## config.mk

```make
export PLATFORM = sky130hd
export DESIGN_NAME = mdu_controller
export DESIGN_NICKNAME = d
export VERILOG_FILES = /design/src/rtl/mdu_controller_pkg.sv /design/src/rtl/mdu_controller_md_decode.sv /design/src/rtl/mdu_controller.sv
export SDC_FILE = /design/constraint.sdc
export NUM_CORES = 2
export LEC_CHECK = 0
export BUFFER_PORTS_ARGS = -buffer_cell sky130_fd_sc_hd__buf_2
export CELL_PAD_IN_SITES_DETAIL_PLACEMENT = 2
export CELL_PAD_IN_SITES_GLOBAL_PLACEMENT = 2
export CORE_ASPECT_RATIO = 0.75
export CORE_MARGIN = 2
export CORE_UTILIZATION = 40
export CTS_BUF_LIST = sky130_fd_sc_hd__clkbuf_4
export CTS_CLUSTER_SIZE = 40
export DETAILED_ROUTE_END_ITERATION = 16
export PLACE_DENSITY = 0.84
export SYNTH_ARGS = -nofsm -noshare
export SYNTH_HDL_FRONTEND = slang
export SYNTH_SLANG_ARGS = --single-unit
```

## constraint.sdc

```tcl
create_clock -name clk -period 12.2 [get_ports clk]
set_clock_uncertainty 0.15 [all_clocks]
set_input_delay 3.05 -clock clk [delete_from_list [all_inputs] [get_ports clk]]
set_output_delay 3.05 -clock clk [all_outputs]
set_load 0.03 [all_outputs]
```

## src/rtl/mdu_controller_pkg.sv

```systemverilog
// Shared encodings for the multiply/divide sequencing controller: instruction
// field codes and FSM state encoding.
package mdu_controller_pkg;

  // R-type opcode and MDU funct codes
  localparam logic [5:0] OpR     = 6'b000000;
  localparam logic [5:0] FtMfhi  = 6'b010000;
  localparam logic [5:0] FtMthi  = 6'b010001;
  localparam logic [5:0] FtMflo  = 6'b010010;
  localparam logic [5:0] FtMtlo  = 6'b010011;
  localparam logic [5:0] FtMult  = 6'b011000;
  localparam logic [5:0] FtMultu = 6'b011001;
  localparam logic [5:0] FtDiv   = 6'b011010;
  localparam logic [5:0] FtDivu  = 6'b011011;

  typedef enum logic [1:0] {
    StIdle = 2'd0,
    StMul  = 2'd1,
    StDiv  = 2'd2
  } state_e;

  function automatic logic [5:0] ir_op(input logic [31:0] ir);
    return ir[31:26];
  endfunction

  function automatic logic [5:0] ir_ft(input logic [31:0] ir);
    return ir[5:0];
  endfunction

endpackage

```

## src/rtl/mdu_controller_md_decode.sv

```systemverilog
// Combinational classifier of one 32-bit instruction into MDU instruction classes.
// div/divu are recognised only when MDU_DIV_EN is defined.
module mdu_controller_md_decode
  import mdu_controller_pkg::*;
(
  input  logic [31:0] ir,
  output logic        is_md_start,
  output logic        is_div,
  output logic        is_signed,
  output logic        is_mfhi,
  output logic        is_mflo,
  output logic        is_mthi,
  output logic        is_mtlo,
  output logic        is_md_any
);

  logic [5:0] ft;
  logic       is_r;
  logic       is_mult;
  logic       unused_ir_bits;

  assign unused_ir_bits = ^ir[25:6];

  // Field compare against the MDU funct codes
  always_comb begin
    ft      = ir_ft(ir);
    is_r    = (ir_op(ir) == OpR);
    is_mult = is_r & ((ft == FtMult) | (ft == FtMultu));
`ifdef MDU_DIV_EN
    is_div  = is_r & ((ft == FtDiv) | (ft == FtDivu));
`else
    is_div  = 1'b0;
`endif
    is_md_start = is_mult | is_div;
    // Only meaningful together with is_md_start
    is_signed   = is_md_start & ((ft == FtMult) | (ft == FtDiv));
    is_mfhi     = is_r & (ft == FtMfhi);
    is_mflo     = is_r & (ft == FtMflo);
    is_mthi     = is_r & (ft == FtMthi);
    is_mtlo     = is_r & (ft == FtMtlo);
    is_md_any   = is_md_start | is_mfhi | is_mflo | is_mthi | is_mtlo;
  end

endmodule

```

## src/rtl/mdu_controller.sv

```systemverilog
// E-stage multiply/divide sequencer: launches fixed-latency mult/div, owns HI/LO,
// services mthi/mtlo/mfhi/mflo and requests a D-stage stall on MDU collisions.
// Optional feature: define MDU_DIV_EN to build div/divu support.
module mdu_controller
  import mdu_controller_pkg::*;
#(
  parameter int unsigned MULT_CYCLES = 5,
  parameter int unsigned DIV_CYCLES  = 10
) (
  input  logic        clk,
  input  logic        reset,
  input  logic [31:0] IR_E,
  input  logic [31:0] IR_D,
  input  logic [31:0] A,
  input  logic [31:0] B,
  output logic        Start,
  output logic        Busy,
  output logic        MDStall,
  output logic [31:0] MDout
);

  localparam logic [3:0] MulLoad = 4'(MULT_CYCLES - 1);

  state_e      state_q, state_d;
  logic [3:0]  cnt_q, cnt_d;
  logic        done;
  logic [31:0] hi_q, lo_q, a_q, b_q;
  logic        sgn_q;
  logic [63:0] prod;

  logic e_start, e_div, e_signed, e_mfhi, e_mflo, e_mthi, e_mtlo, e_any;
  logic d_start, d_div, d_signed, d_mfhi, d_mflo, d_mthi, d_mtlo, d_any;
  logic unused_class;
  logic [3:0] unused_div_load;

  assign unused_class    = e_any ^ d_start ^ d_div ^ d_signed ^ d_mfhi ^ d_mflo ^ d_mthi ^ d_mtlo;
  assign unused_div_load = 4'(DIV_CYCLES - 1);

  mdu_controller_md_decode u_dec_e (
    .ir          (IR_E),
    .is_md_start (e_start),
    .is_div      (e_div),
    .is_signed   (e_signed),
    .is_mfhi     (e_mfhi),
    .is_mflo     (e_mflo),
    .is_mthi     (e_mthi),
    .is_mtlo     (e_mtlo),
    .is_md_any   (e_any)
  );

  mdu_controller_md_decode u_dec_d (
    .ir          (IR_D),
    .is_md_start (d_start),
    .is_div      (d_div),
    .is_signed   (d_signed),
    .is_mfhi     (d_mfhi),
    .is_mflo     (d_mflo),
    .is_mthi     (d_mthi),
    .is_mtlo     (d_mtlo),
    .is_md_any   (d_any)
  );

  // State and cycle counter register
  always_ff @(posedge clk) begin
    if (reset) begin
      state_q <= StIdle;
      cnt_q   <= '0;
    end else begin
      state_q <= state_d;
      cnt_q   <= cnt_d;
    end
  end

  // Next state: load the counter on launch, count down, finish when it hits zero
  always_comb begin
    state_d = state_q;
    cnt_d   = cnt_q;
    done    = 1'b0;
    unique case (state_q)
      StIdle: begin
        if (Start) begin
`ifdef MDU_DIV_EN
          if (e_div) begin
            state_d = StDiv;
            cnt_d   = unused_div_load;
          end else begin
            state_d = StMul;
            cnt_d   = MulLoad;
          end
`else
          state_d = StMul;
          cnt_d   = MulLoad;
`endif
        end
      end
      StMul: begin
        if (cnt_q == 4'd0) begin
          state_d = StIdle;
          done    = 1'b1;
        end else begin
          cnt_d = cnt_q - 4'd1;
        end
      end
`ifdef MDU_DIV_EN
      StDiv: begin
        if (cnt_q == 4'd0) begin
          state_d = StIdle;
          done    = 1'b1;
        end else begin
          cnt_d = cnt_q - 4'd1;
        end
      end
`endif
      default: state_d = StIdle;
    endcase
  end

  // Outputs: launch, busy, stall request and HI/LO read port (no bypass)
  always_comb begin
    Start   = e_start & (state_q == StIdle);
    Busy    = (state_q != StIdle);
    MDStall = (Start | Busy) & d_any;
    MDout   = e_mfhi ? hi_q : (e_mflo ? lo_q : '0);
  end

  // Sign- or zero-extend to 64 bits; the truncated product is then exact
  always_comb begin
    prod = {{32{sgn_q & a_q[31]}}, a_q} * {{32{sgn_q & b_q[31]}}, b_q};
  end

`ifdef MDU_DIV_EN
  logic [31:0] a_mag, b_mag, q_mag, r_mag, quot, rem;
  logic        a_neg, b_neg;

  // Sign-magnitude divide: quotient truncates toward zero, remainder follows dividend
  always_comb begin
    a_neg = sgn_q & a_q[31];
    b_neg = sgn_q & b_q[31];
    a_mag = a_neg ? -a_q : a_q;
    b_mag = b_neg ? -b_q : b_q;
    q_mag = '0;
    r_mag = '0;
    if (b_mag != 32'd0) begin
      q_mag = a_mag / b_mag;
      r_mag = a_mag % b_mag;
    end
    quot = (a_neg ^ b_neg) ? -q_mag : q_mag;
    rem  = a_neg ? -r_mag : r_mag;
  end
`else
  logic unused_div;
  assign unused_div = e_div;
`endif

  // Operand latch and HI/LO update
  always_ff @(posedge clk) begin
    if (reset) begin
      hi_q  <= '0;
      lo_q  <= '0;
      a_q   <= '0;
      b_q   <= '0;
      sgn_q <= 1'b0;
    end else begin
      if (Start) begin
        a_q   <= A;
        b_q   <= B;
        sgn_q <= e_signed;
      end
      if (done) begin
        if (state_q == StMul) begin
          {hi_q, lo_q} <= prod;
        end
`ifdef MDU_DIV_EN
        // Divide by zero leaves HI/LO untouched
        if ((state_q == StDiv) && (b_q != 32'd0)) begin
          hi_q <= rem;
          lo_q <= quot;
        end
`endif
      end else if (state_q == StIdle) begin
        if (e_mthi) hi_q <= A;
        if (e_mtlo) lo_q <= A;
      end
    end
  end

endmodule

```

==> load_flow_metrics.sql <==
INSERT INTO impl_metrics (metric_group, metric, value, unit) VALUES
('floorplan', 'core-area', '109000', 'µm²'),
('logic_synthesis', 'number_of_distinct_library_cells_after_synthesis', '81', ''),
('critical_path', 'crit_buf_inv', '6', ''),
('critical_path', 'worst_path_dominant_cell_family', 'adder cells', ''),
('global_routing', 'wire_length_of_the_first_global_routing_pass', '270000', 'µm'),
('critical_path', 'timing.rr.start', 'sgn_q', ''),
('logic_synthesis', 'avgSynthCellArea', '9.02', 'µm²'),
('critical_path', 'cp_max_fo', '22', ''),
('critical_path', 'cell_count_of_the_worst_reg_to_reg_path', '26', ''),
('placed_design', 'buffer_ports.inserted', '123', ''),
('clocking', 'post-cts-setup-buffer-count', '0', ''),
('sta', 'slew_violations', '0', ''),
('clocking', 'cts_max_level', '4', ''),
('final_layout', 'design.final.nets', '6231', ''),
('global_routing', 'antenna_found_initial', '6', ''),
('power', 'areal_power_density_over_the_cells', '17.3', 'nW/µm²'),
('sta', 'period_minus_slack', '10.40', 'ns'),
('logic_synthesis', 'syn_area', '43700', 'µm²'),
('global_routing', 'groute.usage.overall', '0.325', ''),
('critical_path', 'startpoint', 'sgn_q', ''),
('final_layout', 'fill_cells', '12000', ''),
('final_layout', 'final-seq-area', '2700', 'µm²'),
('critical_path', 'timing_worst_setup_path_type', 'flip-flop to flip-flop', ''),
('final_layout', 'multi_input_gate_area_in_the_final_layout', '35600', 'µm²'),
('critical_path', 'critical_path_most_common_cell', 'sky130_fd_sc_hd__fa_1', ''),
('clocking', 'cts_root_buf', 'sky130_fd_sc_hd__clkbuf_4', ''),
('sta', 'unrepaired_setup_endpoints_after_global_routing', 'false', ''),
('route', 'detail_route.iter0.violations', '2388', ''),
('floorplan', 'initial_utilization', '0.402', ''),
('global_routing', 'total_overflow_reported_by_the_global_router', '0', ''),
('sta', 'layout_worst_path_cycle_share', '0.853', ''),
('floorplan', 'dieWidth', '386', 'µm'),
('route', 'wire_per_inst', '28.6', 'µm'),
('global_routing', 'grt_pass1_vias', '43100', ''),
('min_path', 'type_of_the_most_critical_hold_path', 'flip-flop to flip-flop', ''),
('placed_design', 'dpl-instance-area', '45500', 'µm²'),
('placed_design', 'dpl.hpwl', '144000', 'µm'),
('logic_synthesis', 'ys_seq_area_frac', '0.0613', ''),
('clocking', 'cts_sinks', '134', ''),
('route', 'drt.antenna.violating_nets', '0', ''),
('critical_path', 'critical_path.endpoint', 'hi_q[26]', ''),
('sta', 'setup_tns', '0', 'ns'),
('clocking', 'cts-buffers-inserted', '17', ''),
('clocking', 'cts_hold_repair.buffers', '0', ''),
('floorplan', 'die_h', '290', 'µm'),
('critical_path', 'regToRegSetupSlack', '1.80', 'ns'),
('final_layout', 'layout-drive-gt1-share', '0.0590', ''),
('route', 'route.vias.total', '35000', ''),
('final_layout', 'finished_cell_area', '45700', 'µm²'),
('sta', 'slew_headroom', '0.157', ''),
('sta', 'timing_hold_violations_final', '0', ''),
('power', 'irDropWorstVdd', '0.0465', 'mV'),
('sta', 'setup-violations-final', '0', ''),
('floorplan', 'pin_count', '165', ''),
('logic_synthesis', 'post_synthesis_async_set_or_reset_flop_share', '0', ''),
('critical_path', 'max_stage_delay', '0.81', 'ns'),
('logic_synthesis', 'dominantRegCellSynth', 'sky130_fd_sc_hd__dfxtp_1', ''),
('critical_path', 'crit_path_end_kind', 'flip-flop', ''),
('floorplan', 'fp-row-count', '105', ''),
('logic_synthesis', 'syn_nets', '6316', ''),
('min_path', 'hold_path.startpoint', 'b_q[24]', ''),
('run_status', 'run_status', 'complete, no violations', ''),
('clocking', 'clkLatencyLatePin', '0.68', 'ns'),
('critical_path', 'worst_path_max_delay_cell', 'sky130_fd_sc_hd__and2_1', ''),
('route', 'drc', '0', ''),
('route', 'avgViaCountPerCell', '5.62', ''),
('critical_path', 'cp.depth', '26', ''),
('logic_synthesis', 'synthesized_netlist_cell_count', '4848', ''),
('route', 'drt_pass1_iterations', '5', ''),
('logic_synthesis', 'synth.yosys.warnings', '0', ''),
('floorplan', 'die-area', '112000', 'µm²');
## placed cells by master, fill, tap and decap left out, drive strengths merged, types with 14 or more instances in the layout
| cell type | instances |
|---|---|
| xor2 | 25 |
| nand4 | 14 |
| a21oi | 141 |
| a22o | 32 |
| nor3 | 21 |
| ha | 213 |
| buf | 191 |
| fa | 1125 |
| clkbuf | 18 |
| and3 | 25 |
| mux2i | 61 |
| a211oi | 56 |
| a21o | 32 |
| inv | 1135 |
| nor2 | 110 |
| dfxtp | 134 |
| o21ai | 32 |
| and2 | 345 |
| nand3 | 20 |
| nand2 | 873 |
| xnor2 | 46 |
## Yosys cell counts, drive strengths merged (9+ instances only)
cell type / number / area, µm²
a22o: 32 / 280
or2: 9 / 56.3
and2: 345 / 2160
nand4: 14 / 87.6
nor2: 110 / 413
nand2: 873 / 3280
and3: 25 / 156
inv: 1129 / 4240
nor3: 21 / 110
dfxtp: 134 / 2680
o21ai: 32 / 164
fa: 1125 / 22500
o22ai: 9 / 56.3
a21oi: 141 / 706
xnor2: 46 / 403
buf: 24 / 148
a31oi: 10 / 77.6
xor2: 25 / 219
mux2i: 61 / 611
clkbuf: 269 / 1080
a211oi: 56 / 433
nand3: 20 / 100
ha: 213 / 2670
o21bai: 10 / 78.8
a21o: 32 / 243
## logic make-up (layout without fill, tap and decap cells)
group	after synthesis	in the layout	synth area share
fa+ha+maj	1338	1338	0.576
other cells	0	3	0
flops	134	134	0.0613
simple gates	1447	1447	0.150
mux	63	63	0.0145
compound gates	371	371	0.0582
buf+inv	1424	1352	0.126
xor+xnor	71	71	0.0142
## tightest hold or removal path, stage by stage, from the launching register on
cell	delay [ns]
sky130_fd_sc_hd__dfxtp_1	0.34
sky130_fd_sc_hd__nand2_1	0.05
sky130_fd_sc_hd__a21oi_1	0.05
## where the power goes
group | switching (mW) | internal [mW] | total (mW)
Clock | 0.226 | 0.0887 | 0.315
Combinational | 0.0261 | 0.0127 | 0.0388
Sequential | 0.000538 | 0.438 | 0.439
Total | 0.253 | 0.539 | 0.792
## final cells by class
cell class	count	share of cell area
clock inverters	14	0.00257
diodes	3	0.000164
inverters	1129	0.0927
clock buffers	18	0.00296
repair buffers	191	0.0247
multi-input cells	3290	0.778
well taps	1444	0.0395
flip-flops and latches	134	0.0591
## worst min path at each step
| stage | endpoint | depth (start not counted) |
|---|---|---|
| floorplan | cnt_q[1] | 2 |
| global placement | a_q[11] | 2 |
| detailed placement | a_q[19] | 2 |
| CTS | b_q[24] | 2 |
| global route | a_q[1] | 2 |
| finish | b_q[24] | 2 |
## layer usage
layer / global-route usage / up-vias / wire (µm)
met5: 0 / - / 27
met4: 0.183 / 4 / 11300
met3: 0.0466 / 554 / 10500
met2: 0.564 / 1487 / 90200
met1: 0.384 / 19000 / 66300
li1: - / 14000 / -
## registers in the layout, summed over array words and instances (netlist names)
signal and count:
a_q 32, b_q 32, cnt_q 4, hi_q 32, lo_q 32, sgn_q 1, state_q 1
## through the flow
step	hold slack (ns)	instances	total power [mW]	setup WS, ns
floorplan	0.328	4848	0.457	3.98
global placement	0.292	6188	0.484	2.47
detailed placement	0.303	6188	0.485	2.00
CTS	0.324	6220	0.794	1.96
global route	0.341	6221	0.814	1.50
finish	0.319	6223	0.792	1.80
No activity file was read; power rests on OpenSTA's default activity.
